==> config.mk <==
export PLATFORM = sky130hd
export DESIGN_NAME = alu_seq_unit_flat
export DESIGN_NICKNAME = d
export VERILOG_FILES = /design/src/rtl/alu_seq_unit_if.sv /design/src/rtl/alu_seq_unit.sv /design/src/flat_wrapper.sv
export SDC_FILE = /design/constraint.sdc
export NUM_CORES = 1
export LEC_CHECK = 0
export CORE_MARGIN = 1
export CORE_UTILIZATION = 57
export DETAILED_ROUTE_END_ITERATION = 8
export HOLD_SLACK_MARGIN = 0.06
export PLACE_DENSITY = 0.82
export SLEW_MARGIN = 20
export SYNTH_ARGS = -nofsm -noshare
export SYNTH_HDL_FRONTEND = slang
export SYNTH_SLANG_ARGS = --single-unit
==> constraint.sdc <==
create_clock -name clk -period 27.8 [get_ports clk]
set_clock_uncertainty 0.2 [all_clocks]
set_input_delay 8.34 -clock clk [delete_from_list [all_inputs] [get_ports clk]]
set_output_delay 8.34 -clock clk [all_outputs]
set_load 0.01 [all_outputs]
==> src/rtl/alu_seq_unit_if.sv <==
// Execute-stage bus between the controller and alu_seq_unit.
// The controller drives operands and start; the unit returns results and handshake status.
interface alu_seq_unit_if #(
  parameter int WIDTH = 32,
  parameter int SHW   = $clog2(WIDTH)
);
  logic [1:0]       alu_seq_opcode;
  logic [5:0]       alu_seq_funct;
  logic [SHW-1:0]   alu_seq_shamt;
  logic [WIDTH-1:0] alu_seq_a;
  logic [WIDTH-1:0] alu_seq_b;
  logic             alu_seq_start;
  logic [WIDTH-1:0] alu_seq_result;
  logic             alu_seq_zero;
  logic [WIDTH-1:0] alu_seq_hi;
  logic [WIDTH-1:0] alu_seq_lo;
  logic             alu_seq_busy;
  logic             alu_seq_done;
  logic             alu_seq_err;

  modport master (
    output alu_seq_opcode, alu_seq_funct, alu_seq_shamt, alu_seq_a, alu_seq_b, alu_seq_start,
    input  alu_seq_result, alu_seq_zero, alu_seq_hi, alu_seq_lo, alu_seq_busy, alu_seq_done,
           alu_seq_err
  );

  modport slave (
    input  alu_seq_opcode, alu_seq_funct, alu_seq_shamt, alu_seq_a, alu_seq_b, alu_seq_start,
    output alu_seq_result, alu_seq_zero, alu_seq_hi, alu_seq_lo, alu_seq_busy, alu_seq_done,
           alu_seq_err
  );
endinterface

==> src/rtl/alu_seq_unit.sv <==
// Registered MIPS execute-stage ALU: single-cycle ops plus iterative multu/divu
// producing a HI/LO pair, behind a start/busy/done handshake.
module alu_seq_unit #(
  parameter int WIDTH = 32,
  parameter int SHW   = $clog2(WIDTH)
) (
  input  logic          clk,
  input  logic          reset,
  alu_seq_unit_if.slave bus
);

  localparam logic [3:0] OP_AND  = 4'b0000;
  localparam logic [3:0] OP_OR   = 4'b0001;
  localparam logic [3:0] OP_ADD  = 4'b0010;
  localparam logic [3:0] OP_UNS  = 4'b0100;
  localparam logic [3:0] OP_SUB  = 4'b0110;
  localparam logic [3:0] OP_SLT  = 4'b0111;
  localparam logic [3:0] OP_MULU = 4'b1000;
  localparam logic [3:0] OP_DIVU = 4'b1001;
  localparam logic [3:0] OP_XOR  = 4'b1010;
  localparam logic [3:0] OP_SLL  = 4'b1100;
  localparam logic [3:0] OP_SRL  = 4'b1101;

  localparam logic [SHW:0] CNT_END = (SHW+1)'(WIDTH);
  localparam logic [SHW:0] CNT_ONE = (SHW+1)'(1);

  typedef enum logic [1:0] {
    S_IDLE,
    S_EXEC,
    S_MUL,
    S_DIV
  } state_e;

  state_e             state_q;
  logic [3:0]         op_q;
  logic [WIDTH-1:0]   a_q;
  logic [WIDTH-1:0]   b_q;
  logic [SHW-1:0]     shamt_q;
  logic [SHW:0]       cnt_q;
  logic [2*WIDTH-1:0] acc_q;
  logic [WIDTH-1:0]   result_q;
  logic               zero_q;
  logic [WIDTH-1:0]   hi_q;
  logic [WIDTH-1:0]   lo_q;
  logic               busy_q;
  logic               done_q;
  logic               err_q;

  logic [3:0]         op_dec;
  logic [WIDTH-1:0]   exec_res;
  logic               exec_err;
  logic [WIDTH:0]     mul_sum;
  logic [2*WIDTH-1:0] mul_acc_d;
  logic [WIDTH:0]     div_rw;
  logic [WIDTH:0]     div_diff;
  logic [2*WIDTH-1:0] div_acc_d;

  always_comb begin
    op_dec = OP_UNS;
    case (bus.alu_seq_opcode)
      2'b00: op_dec = OP_ADD;
      2'b01: op_dec = OP_SUB;
      2'b10: begin
        case (bus.alu_seq_funct)
          6'b100000: op_dec = OP_ADD;
          6'b100010: op_dec = OP_SUB;
          6'b100100: op_dec = OP_AND;
          6'b100101: op_dec = OP_OR;
          6'b100110: op_dec = OP_XOR;
          6'b101010: op_dec = OP_SLT;
          6'b000000: op_dec = OP_SLL;
          6'b000010: op_dec = OP_SRL;
          6'b110000: op_dec = OP_MULU;
          6'b110001: op_dec = OP_DIVU;
          default:   op_dec = OP_UNS;
        endcase
      end
      default: op_dec = OP_UNS;
    endcase
  end

  // Single-cycle datapath works on the operands latched at the start edge.
  always_comb begin
    exec_res = '0;
    exec_err = 1'b0;
    case (op_q)
      OP_ADD:  exec_res = a_q + b_q;
      OP_SUB:  exec_res = a_q - b_q;
      OP_AND:  exec_res = a_q & b_q;
      OP_OR:   exec_res = a_q | b_q;
      OP_XOR:  exec_res = a_q ^ b_q;
      OP_SLT:  exec_res = {{(WIDTH-1){1'b0}}, ($signed(a_q) < $signed(b_q))};
      OP_SLL:  exec_res = b_q << shamt_q;
      OP_SRL:  exec_res = b_q >> shamt_q;
      OP_DIVU: begin
        // Only a zero divisor reaches this path.
        exec_res = '1;
        exec_err = 1'b1;
      end
      default: begin
        exec_res = '0;
        exec_err = 1'b1;
      end
    endcase
  end

  // Multiply: acc holds {partial product, remaining multiplier bits}.
  always_comb begin
    mul_sum   = {1'b0, acc_q[2*WIDTH-1:WIDTH]} + (acc_q[0] ? {1'b0, a_q} : {(WIDTH+1){1'b0}});
    mul_acc_d = {mul_sum, acc_q[WIDTH-1:1]};
  end

  // Divide: acc holds {remainder, dividend bits not yet consumed / quotient bits}.
  always_comb begin
    div_rw   = {acc_q[2*WIDTH-1:WIDTH], acc_q[WIDTH-1]};
    div_diff = div_rw - {1'b0, b_q};
    if (div_diff[WIDTH]) begin
      div_acc_d = {div_rw[WIDTH-1:0], acc_q[WIDTH-2:0], 1'b0};
    end else begin
      div_acc_d = {div_diff[WIDTH-1:0], acc_q[WIDTH-2:0], 1'b1};
    end
  end

  always_ff @(posedge clk or posedge reset) begin
    if (reset) begin
      state_q  <= S_IDLE;
      op_q     <= OP_UNS;
      a_q      <= '0;
      b_q      <= '0;
      shamt_q  <= '0;
      cnt_q    <= '0;
      acc_q    <= '0;
      result_q <= '0;
      zero_q   <= 1'b1;
      hi_q     <= '0;
      lo_q     <= '0;
      busy_q   <= 1'b0;
      done_q   <= 1'b0;
      err_q    <= 1'b0;
    end else begin
      done_q <= 1'b0;
      case (state_q)
        S_IDLE: begin
          if (bus.alu_seq_start) begin
            op_q    <= op_dec;
            a_q     <= bus.alu_seq_a;
            b_q     <= bus.alu_seq_b;
            shamt_q <= bus.alu_seq_shamt;
            cnt_q   <= '0;
            if (op_dec == OP_MULU) begin
              acc_q   <= {{WIDTH{1'b0}}, bus.alu_seq_b};
              state_q <= S_MUL;
            end else if (op_dec == OP_DIVU && bus.alu_seq_b != '0) begin
              acc_q   <= {{WIDTH{1'b0}}, bus.alu_seq_a};
              state_q <= S_DIV;
            end else begin
              state_q <= S_EXEC;
            end
          end
        end
        S_EXEC: begin
          result_q <= exec_res;
          zero_q   <= (exec_res == '0);
          err_q    <= exec_err;
          done_q   <= 1'b1;
          if (op_q == OP_DIVU) begin
            hi_q <= a_q;
            lo_q <= '1;
          end
          state_q <= S_IDLE;
        end
        S_MUL, S_DIV: begin
          // Last iteration runs at count WIDTH-1; the following edge commits.
          if (cnt_q == CNT_END) begin
            hi_q     <= acc_q[2*WIDTH-1:WIDTH];
            lo_q     <= acc_q[WIDTH-1:0];
            result_q <= acc_q[WIDTH-1:0];
            zero_q   <= (acc_q[WIDTH-1:0] == '0);
            err_q    <= 1'b0;
            done_q   <= 1'b1;
            busy_q   <= 1'b0;
            state_q  <= S_IDLE;
          end else begin
            acc_q  <= (state_q == S_MUL) ? mul_acc_d : div_acc_d;
            cnt_q  <= cnt_q + CNT_ONE;
            busy_q <= 1'b1;
          end
        end
        default: state_q <= S_IDLE;
      endcase
    end
  end

  assign bus.alu_seq_result = result_q;
  assign bus.alu_seq_zero   = zero_q;
  assign bus.alu_seq_hi     = hi_q;
  assign bus.alu_seq_lo     = lo_q;
  assign bus.alu_seq_busy   = busy_q;
  assign bus.alu_seq_done   = done_q;
  assign bus.alu_seq_err    = err_q;

endmodule

==> src/flat_wrapper.sv <==
// flat-port wrapper written by rule: the top's interface ports become plain ports
module alu_seq_unit_flat 
#(
  parameter int WIDTH = 32,
  parameter int SHW   = $clog2(WIDTH)
)
  (clk, reset, bus_alu_seq_opcode, bus_alu_seq_funct, bus_alu_seq_shamt, bus_alu_seq_a, bus_alu_seq_b, bus_alu_seq_start, bus_alu_seq_result, bus_alu_seq_zero, bus_alu_seq_hi, bus_alu_seq_lo, bus_alu_seq_busy, bus_alu_seq_done, bus_alu_seq_err);
  alu_seq_unit_if #(.WIDTH(WIDTH), .SHW(SHW)) bus_i ();
  input  logic clk;
  input  logic reset;
  input wire logic [$bits(bus_i.alu_seq_opcode)-1:0] bus_alu_seq_opcode;
  input wire logic [$bits(bus_i.alu_seq_funct)-1:0] bus_alu_seq_funct;
  input wire logic [$bits(bus_i.alu_seq_shamt)-1:0] bus_alu_seq_shamt;
  input wire logic [$bits(bus_i.alu_seq_a)-1:0] bus_alu_seq_a;
  input wire logic [$bits(bus_i.alu_seq_b)-1:0] bus_alu_seq_b;
  input wire logic [$bits(bus_i.alu_seq_start)-1:0] bus_alu_seq_start;
  output wire logic [$bits(bus_i.alu_seq_result)-1:0] bus_alu_seq_result;
  output wire logic [$bits(bus_i.alu_seq_zero)-1:0] bus_alu_seq_zero;
  output wire logic [$bits(bus_i.alu_seq_hi)-1:0] bus_alu_seq_hi;
  output wire logic [$bits(bus_i.alu_seq_lo)-1:0] bus_alu_seq_lo;
  output wire logic [$bits(bus_i.alu_seq_busy)-1:0] bus_alu_seq_busy;
  output wire logic [$bits(bus_i.alu_seq_done)-1:0] bus_alu_seq_done;
  output wire logic [$bits(bus_i.alu_seq_err)-1:0] bus_alu_seq_err;
  assign bus_i.alu_seq_opcode = bus_alu_seq_opcode;
  assign bus_i.alu_seq_funct = bus_alu_seq_funct;
  assign bus_i.alu_seq_shamt = bus_alu_seq_shamt;
  assign bus_i.alu_seq_a = bus_alu_seq_a;
  assign bus_i.alu_seq_b = bus_alu_seq_b;
  assign bus_i.alu_seq_start = bus_alu_seq_start;
  assign bus_alu_seq_result = bus_i.alu_seq_result;
  assign bus_alu_seq_zero = bus_i.alu_seq_zero;
  assign bus_alu_seq_hi = bus_i.alu_seq_hi;
  assign bus_alu_seq_lo = bus_i.alu_seq_lo;
  assign bus_alu_seq_busy = bus_i.alu_seq_busy;
  assign bus_alu_seq_done = bus_i.alu_seq_done;
  assign bus_alu_seq_err = bus_i.alu_seq_err;
  alu_seq_unit #(.WIDTH(WIDTH), .SHW(SHW)) u_core (.clk(clk), .reset(reset), .bus(bus_i));
endmodule
== Word level (Yosys, flattened, before mapping) ==
Index checks and enable logic that the tools add are counted.

* Flip-flop bits (word level): 245
* Input port bits: 80
* Logic and storage cells: 107

* Add/sub/neg operators: 5
* Magnitude comparators: 1
* Equal/unequal tests: 30
* Shift-type cells: 2
* Muxes and demuxes: 34
* Bitwise logic cells: 3
* Reduce and logical (&&, ||, !) cells: 18

{| class="wikitable"
|+ Operators by type and width
! operator !! number
|-
| $mux 64 || 6
|-
| $pmux 32 s9 || 1
|-
| $pmux 32 s2 || 3
|-
| $mux 32 || 5
|-
| $pmux 64 s2 || 1
|-
| $logic_not 32->1 || 2
|-
| $eq 6x6->1 const B || 9
|-
| $pmux 4 s10 || 1
|-
| $add 32x33->33 || 1
|-
| $sub 33x32->33 || 1
|-
| $add 32x32->32 || 1
|-
| $and 32x32->32 || 1
|-
| $lt 32x32->1 || 1
|-
| $or 32x32->32 || 1
|-
| $reduce_bool 32->1 || 1
|-
| $shl 32x5->32 || 1
|-
| $shr 32x5->32 || 1
|-
| $sub 32x32->32 || 1
|-
| $xor 32x32->32 || 1
|-
| $eq 4x4->1 const B || 6
|-
| $mux 6 || 2
|-
| $pmux 4 s3 || 1
|-
| $pmux 6 s2 || 1
|-
| $eq 4x3->1 const B || 2
|-
| other kinds (23) || 42
|}

== Longest topological paths before layout ==
Gate-level depths: netlist of the first run.

* Depth after elaboration: 9
* Gate-level depth with buffers: 18

== Worst setup path after synthesis of the first run ==
No wires, ideal clock.

* Path kind: input -> register
* Start: input port bus_alu_seq_funct[2]
* End: register u_core.acc_q[1]
* Library setup time: 0.136 ns
* Data arrival time: 10.429 ns
* Data required time: 27.464 ns
* Path slack: 17.035 ns
* Stages on the path: 11
* Cell sequence: clkbuf_1 -> inv_1 -> o21ai_0 -> o211ai_1 -> nand2b_1 -> a2111oi_0 -> nand2_1 -> clkbuf_1 -> mux2_2 -> o21ai_0 -> o21ai_0

* Word-level cells in the longest chain between the ends: 7
* Elaborated cells between the ends (all ways): 20
* Those cells by class: eq/ne: 12; mux: 5; reduce/logical: 3

{| class="wikitable"
|+ Ends and longest elaborated chain
! element !! RTL line !! source
|-
| start: declaration || flat_wrapper.sv:12 || <nowiki>input wire logic [$bits(bus_i.alu_seq_funct)-1:0] bus_alu_seq_funct;</nowiki>
|-
| $eq 6x6->1 (tied with other cells) || alu_seq_unit.sv:64 || <nowiki>case (bus.alu_seq_funct)</nowiki>
|-
| $pmux 4 s10 (*) || alu_seq_unit.sv:64 ||
|-
| $pmux 4 s3 (*) || alu_seq_unit.sv:60 || <nowiki>case (bus.alu_seq_opcode)</nowiki>
|-
| $eq 4x4->1 (on tied branches) || alu_seq_unit.sv:150, alu_seq_unit.sv:153 ||
|-
| $mux 64 / $logic_and 1x1->1 (equally long branches) || alu_seq_unit.sv:150, alu_seq_unit.sv:153 ||
|-
| $mux 64 / $ne 3x1->1 (equally long branches) || -- ||
|-
| $pmux 64 s2 / $reduce_and 4->1 (equally long branches) || -- ||
|-
| end signal: assignment || alu_seq_unit.sv:151 || <nowiki>acc_q <= {{WIDTH{1'b0}}, bus.alu_seq_b};</nowiki>
|-
| end signal: assignment || alu_seq_unit.sv:154 || <nowiki>acc_q <= {{WIDTH{1'b0}}, bus.alu_seq_a};</nowiki>
|-
| end signal: assignment || alu_seq_unit.sv:184 || <nowiki>acc_q <= (state_q == S_MUL) ? mul_acc_d : div_acc_d;</nowiki>
|-
| end: declaration || alu_seq_unit.sv:40 || <nowiki>logic [2*WIDTH-1:0] acc_q;</nowiki>
|}

Every way passes the cells marked *; elsewhere a longest branch is shown, timed or not. The select of a mux whose other input is x is not followed.
A chain may end at the register's enable or synchronous reset.

== Final worst setup path of the first run ==
* Start: input port bus_alu_seq_b[28]
* End: register u_core.acc_q[58]

* Word-level cells in the longest chain between the ends: 4

{| class="wikitable"
|+ Ends and longest elaborated chain
! element !! RTL line !! source
|-
| start: declaration || flat_wrapper.sv:15 || <nowiki>input wire logic [$bits(bus_i.alu_seq_b)-1:0] bus_alu_seq_b;</nowiki>
|-
| $reduce_bool 32->1 || alu_seq_unit.sv:153 || <nowiki>end else if (op_dec == OP_DIVU && bus.alu_seq_b != '0) begin</nowiki>
|-
| $logic_and 1x1->1 || alu_seq_unit.sv:153 ||
|-
| $ne 3x1->1 (no source line) || -- ||
|-
| $reduce_and 4->1 (no source line) || -- ||
|}

No other way between the ends.

==> results of run 1 <==
layout make-up:
cell class / instances / share of cell area
multi-input combinational: 2447 / 0.6212
sequential: 245 / 0.2243
timing repair buffer: 230 / 0.07937
clock buffer: 33 / 0.02658
tap: 539 / 0.02462
inverter: 127 / 0.01767
clock inverter: 14 / 0.005663
antenna: 6 / 0.0005480
kinds of logic after synthesis:
group	after synthesis	share of synthesized area
xor gates and xnor gates	63	0.02258
adders and majority gates	166	0.08624
buffers and inverters	341	0.05582
AOI/OAI and AO/OA	1000	0.2689
DFF	245	0.2510
muxes	265	0.1302
and+or+nand+nor	953	0.1852
per-layer routing:
metal	wire [um]	vias up	track usage
li1	-	11270	-
met1	39920	12780	0.6269
met2	46580	2260	0.7339
met3	16160	552	0.1674
met4	9686	0	0.3555
met5	0	-	0
cell usage after synthesis (all sizes together) (20+ instances only):
cell	number
a211oi	66
a21o	54
a21oi	242
a221oi	31
a31oi	24
and2	53
and3	20
buf	53
clkbuf	161
dfrtp	243
ha	162
inv	125
mux2	67
mux2i	164
mux4	34
nand2	304
nand2b	39
nand3	55
nand4	29
nor2	262
nor2b	30
nor3	52
nor4	35
o211ai	31
o21a	23
o21ai	267
o21bai	22
o22a	31
o31ai	21
xnor2	41
xor2	22
layout by cell type (no fill, tap or decap), drive strengths merged, types with 23 or more instances in the layout:
cell / instances
nand2: 304
mux2i: 164
xnor2: 41
a31oi: 24
nand2b: 39
mux2: 67
dfrtp: 243
ha: 162
a211oi: 66
o22a: 31
nor2b: 30
o21ai: 267
nand4: 29
buf: 51
o21a: 23
inv: 126
o211ai: 31
nand3: 55
a221oi: 31
nor3: 52
a21o: 54
nor4: 35
clkdlybuf4s50: 179
nor2: 262
clkbuf: 33
and2: 53
mux4: 34
a21oi: 242
worst reg2reg max path, delay by kind of cell (launching register included):
family                 cells  cell delay (ns)
DFF                        1             0.72
AOI/OAI and AO/OA          4             1.23
and+or+nand+nor            6             2.22
buffers and inverters      1             0.80
muxes                      2             1.05
through the flow:
stage	setup WS, ns	area, um^2	std cells
2_1_floorplan	12.53	24430	3033
3_3_place_gp	15.82	26490	3588
3_5_place_dp	15.75	26490	3588
4_1_cts	16.29	27370	3635
5_1_grt	15.95	27380	3635
6_report	15.97	27400	3641
worst max path at each step:
stage	to
floorplan	u_core.a_q[0]$_DFFE_PP0P_
global placement	u_core.acc_q[54]$_DFFE_PP0P_
detailed placement	u_core.acc_q[54]$_DFFE_PP0P_
CTS	u_core.acc_q[58]$_DFFE_PP0P_
global route	u_core.acc_q[58]$_DFFE_PP0P_
finish	u_core.acc_q[58]$_DFFE_PP0P_
state kept, by name (all words and copies together) (netlist names):
signal                     flops
u_core.op_q                    4
u_core.bus.alu_seq_err         1
u_core.a_q                    32
u_core.b_q                    32
u_core.acc_q                  64
u_core.bus.alu_seq_zero        1
u_core.bus.alu_seq_done        1
u_core.shamt_q                 5
u_core.bus.alu_seq_result     32
u_core.cnt_q                   6
u_core.bus.alu_seq_lo         32
u_core.state_q                 2
u_core.bus.alu_seq_busy        1
u_core.bus.alu_seq_hi         32
==> impl_metrics.json, run 1 <==
{
  "dieArea_um2": 43700,
  "clockBufferDepth": 3,
  "rr_endpoint": "u_core.bus.alu_seq_zero$_DFFE_PP1P_",
  "relSlewSlack": 0.1711,
  "start_kind": "primary input",
  "startpoint": "bus_alu_seq_b[28]",
  "die-width_um": 209.0,
  "start_util": 0.5799,
  "cts_num_sinks": 245,
  "finalHoldViolCount": 0,
  "vias": 26860,
  "synth_seq_area_share": 0.2510,
  "viasPerCell": 7.377,
  "drc": 0,
  "grt_max_degree": 140,
  "yosys_warnings": 0,
  "hold_path_startpoint": "u_core.bus.alu_seq_result[18]$_DFFE_PP0P_",
  "multi_input_area_um2": 17020,
  "post_cts_resized": 0,
  "synthDistinctLibCells": 98,
  "drt_wl_total_um": 112300,
  "fmax_mhz": 84.51,
  "drtIter0Drc": 3898,
  "synthTopCellsByArea": "dfrtp_1 25%, ha_1 8.3%, mux2i_1 6.7%, o21ai_0 5.4%, a21oi_1 4.9%",
  "synth_top_area_frac": 0.2489,
  "worst_path_dominant_cell_family": "simple AND/OR/NAND/NOR gates",
  "report.final.slew_viol_count": 0,
  "grt_pass1_wl_um": 164700,
  "place_hpwl_um": 84920,
  "min_period_ns": 11.83,
  "tritoncts": "yes",
  "drive_gt1_frac": 0.08075,
  "rows": 75,
  "grt_pass1_vias": 25410,
  "seq_area_um2": 6146,
  "min_path_type": "flop to flop",
  "synth_area_per_cell_um2": 8.056,
  "ys_ff_latch": 245,
  "worstRegToRegCells": 13,
  "critPathSlowestCell": "nor4_1",
  "fin_util": 0.6502,
  "clk_latency_ns": 0.58,
  "port_buffers": 179,
  "finalWeightedCongestion": 1.109,
  "netlist_area_um2": 24430,
  "cap_viol_max_count": 0,
  "cts_made_buffers": 27,
  "path_cells": "clkdlybuf4s50_1 > nor4_1 > nand4_1 > o31ai_1 > nand2_1 > o21ai_4 > buf_4 > a22oi_1 > o21ai_0",
  "grt_util_all_layers": 0.5039,
  "status": "finished clean",
  "hold_path_depth": 2,
  "core_um2": 42130,
  "worst-setup-path-type": "primary input to flop",
  "finalSetupViolCount": 0,
  "worstMarginPinSlew_ns": 1.232,
  "avgRoutedWirePerCell_um": 30.85,
  "htree_levels": 1,
  "finalSetupTns_ns": 0,
  "r2r_start": "u_core.shamt_q[1]$_DFFE_PP0P_",
  "clockRootBuffer": "clkbuf_16",
  "path_max_fanout": 65,
  "setup.worst_path.end_class": "flop",
  "max_stage_delay_ns": 0.91,
  "netlist_instances": 3033,
  "grt_antenna_before_repair": 10,
  "ant_nets": 0,
  "synth-edff-count": 0,
  "synth_flop_cell": "dfrtp_1",
  "cts_hold_buf": 0,
  "grt-ovfl-total": 0,
  "rsz0062_at_grt": "false",
  "area_growth_pct": 12.13,
  "dr.pass1.iters": 7,
  "yosysTopAreaCell": "dfrtp_1",
  "worst-path-buf-inv": 2,
  "post-route-period-util": 0.4257,
  "pin_count": 180,
  "num-fill-cells": 3391,
  "synthArstFlopShare": 1.000,
  "hold_end": "u_core.bus.alu_seq_result[18]$_DFFE_PP0P_",
  "crit_cells": 9,
  "die_y_um": 209.0,
  "hold_slack_ns": 0.2831,
  "clkTransAtPathRegs_ns": 0.06,
  "nets": 3324,
  "syn-num-nets": 3279,
  "cp.required_ns": 28.06,
  "post-cts-setup-buffers": 0,
  "crit_arrival_ns": 12.09,
  "reg2reg_slack_ns": 21.52
}
Power of run 1 is left out: the tool's default activity adds up to more than one toggle a clock period on the data nets, which glitch-free logic cannot reach.
==> inputs of run 2 (changes only) <==
==> constraint.sdc (replaced) <==
create_clock -name clk -period 10.93 [get_ports clk]
set_clock_uncertainty 0.2 [all_clocks]
set_input_delay 3.279 -clock clk [delete_from_list [all_inputs] [get_ports clk]]
set_output_delay 3.279 -clock clk [all_outputs]
set_load 0.01 [all_outputs]
==> impl_metrics.json, run 2 (synthesis gave the netlist of run 1 again) <==
{
  "post_cts_resized": 0,
  "vias": 26600,
  "viasPerCell": 7.305,
  "grt_max_degree": 148,
  "pin_count": 180,
  "start_util": 0.5799,
  "grt-ovfl-total": 0,
  "post-cts-setup-buffers": 0,
  "fmax_mhz": 154.6,
  "grt_pass1_wl_um": 162600,
  "rsz0062_at_grt": "false",
  "layout_commonest_cell": "nand2_1",
  "crit_arrival_ns": 6.79,
  "post-route-period-util": 0.5917,
  "worst-setup-path-type": "primary input to flop",
  "port_buffers": 179,
  "dieArea_um2": 43700,
  "clockBufferDepth": 3,
  "finalHoldViolCount": 0,
  "nets": 3326,
  "grt_util_all_layers": 0.4968,
  "worst_path_dominant_cell_family": "simple AND/OR/NAND/NOR gates",
  "grt_pass1_vias": 25450,
  "worst-path-buf-inv": 2,
  "finalWeightedCongestion": 1.082,
  "rows": 75,
  "drt_wl_total_um": 110300,
  "finalSetupTns_ns": 0,
  "start_kind": "primary input",
  "cts_made_buffers": 28,
  "ant_nets": 0,
  "top_register": "u_core.acc_q",
  "grt_antenna_before_repair": 3,
  "status": "finished clean",
  "largest_register_ff_count": 64,
  "cp.required_ns": 11.25,
  "hold_slack_ns": 0.2870,
  "min_path_type": "flop to flop",
  "clkTransAtPathRegs_ns": 0.06,
  "num-fill-cells": 3425,
  "cts_hold_buf": 0,
  "dr.pass1.iters": 8,
  "core_um2": 42130,
  "area_growth_pct": 12.25,
  "avgRoutedWirePerCell_um": 30.29,
  "path_cells": "clkdlybuf4s50_1 > nor4_1 > nand4_1 > o31ai_1 > nand2_1 > o21ai_4 > buf_4 > a221oi_1 > nor2_1 > o21a_1",
  "layout_common_cells": "304 x nand2_1, 262 x o21ai_0, 260 x nor2_1",
  "tritoncts": "yes",
  "worstMarginPinSlew_ns": 1.398,
  "htree_levels": 1,
  "setup.worst_path.end_class": "flop",
  "drc": 0,
  "finalSetupViolCount": 0,
  "clockRootBuffer": "clkbuf_16",
  "fin_cells": 3642,
  "report.final.slew_viol_count": 0,
  "cts_num_sinks": 245,
  "path_max_fanout": 65,
  "place_hpwl_um": 83480,
  "critPathSlowestCell": "nor4_1",
  "dp_cells": 3588,
  "die-width_um": 209.0,
  "clk_latency_ns": 0.59,
  "drive_gt1_frac": 0.08092,
  "max_stage_delay_ns": 0.66,
  "die_y_um": 209.0,
  "relSlewSlack": 0.04361,
  "min_period_ns": 6.467,
  "cap_viol_max_count": 0,
  "drtIter0Drc": 3923
}
## run 2: changes by cell type in the layout (fill, tap and decap cells not counted), sizes merged
cell	before	now
clkinvlp	1	2
clkbuf	33	41
diode	6	1
inv	126	125
bufinv	3	1
## run 2: path summary, 6_finish.rpt
| check | start | to | slack, ns | cells past startpoint |
|---|---|---|---|---|
| setup reg to reg | u_core.shamt_q[1]$_DFFE_PP0P_ | u_core.bus.alu_seq_zero$_DFFE_PP1P_ | 4.87 | 13 |
| min in group asynchronous | reset | u_core.bus.alu_seq_hi[27]$_DFFE_PP0P_ | 2.98 | 2 |
| hold / removal | u_core.bus.alu_seq_result[28]$_DFFE_PP0P_ | u_core.bus.alu_seq_result[28]$_DFFE_PP0P_ | 0.29 | 2 |
| max in group asynchronous | reset | u_core.shamt_q[1]$_DFFE_PP0P_ | 6.38 | 3 |
| hold reg to reg | u_core.bus.alu_seq_result[28]$_DFFE_PP0P_ | u_core.bus.alu_seq_result[28]$_DFFE_PP0P_ | 0.29 | 2 |
| setup / recovery | bus_alu_seq_b[29] | u_core.acc_q[54]$_DFFE_PP0P_ | 4.46 | 10 |
## run 2: cell type report
cell class                      count  area (um^2)  area share
Inverter                          127        489.2     0.01784
Multi-Input combinational cell   2447        17030      0.6208
Clock inverter                     12        107.6    0.003923
Timing Repair Buffer              231         2195     0.08001
Sequential cell                   245         6146      0.2241
Clock buffer                       40        785.8     0.02865
Tap cell                          539        674.4     0.02459
Antenna cell                        1        2.502  0.00009124
## run 2: metrics by stage
stage / instance area, um^2 / utilization / worst slack [ns]
2_1_floorplan: 24430 / - / 0.7244
3_3_place_gp: 26510 / 0.6291 / 4.050
3_5_place_dp: 26510 / 0.6291 / 3.978
4_1_cts: 27400 / 0.6503 / 4.581
5_1_grt: 27430 / 0.6509 / 4.207
6_report: 27430 / 0.6510 / 4.463
## run 2: worst min-delay path: cells and delay by family (launching register included)
kind            cells  cell delay (ns)
flops               1             0.34
compound gates      1             0.06
simple gates        1             0.05
## run 2: per-layer routing
layer	vias to the layer above	routed length, um	track usage
li1	11310	-	-
met1	12650	39740	0.6269
met2	2117	45740	0.7299
met3	533	15670	0.1564
met4	2	9139	0.3283
met5	-	13	0
Power of run 2 is left out for the same reason.
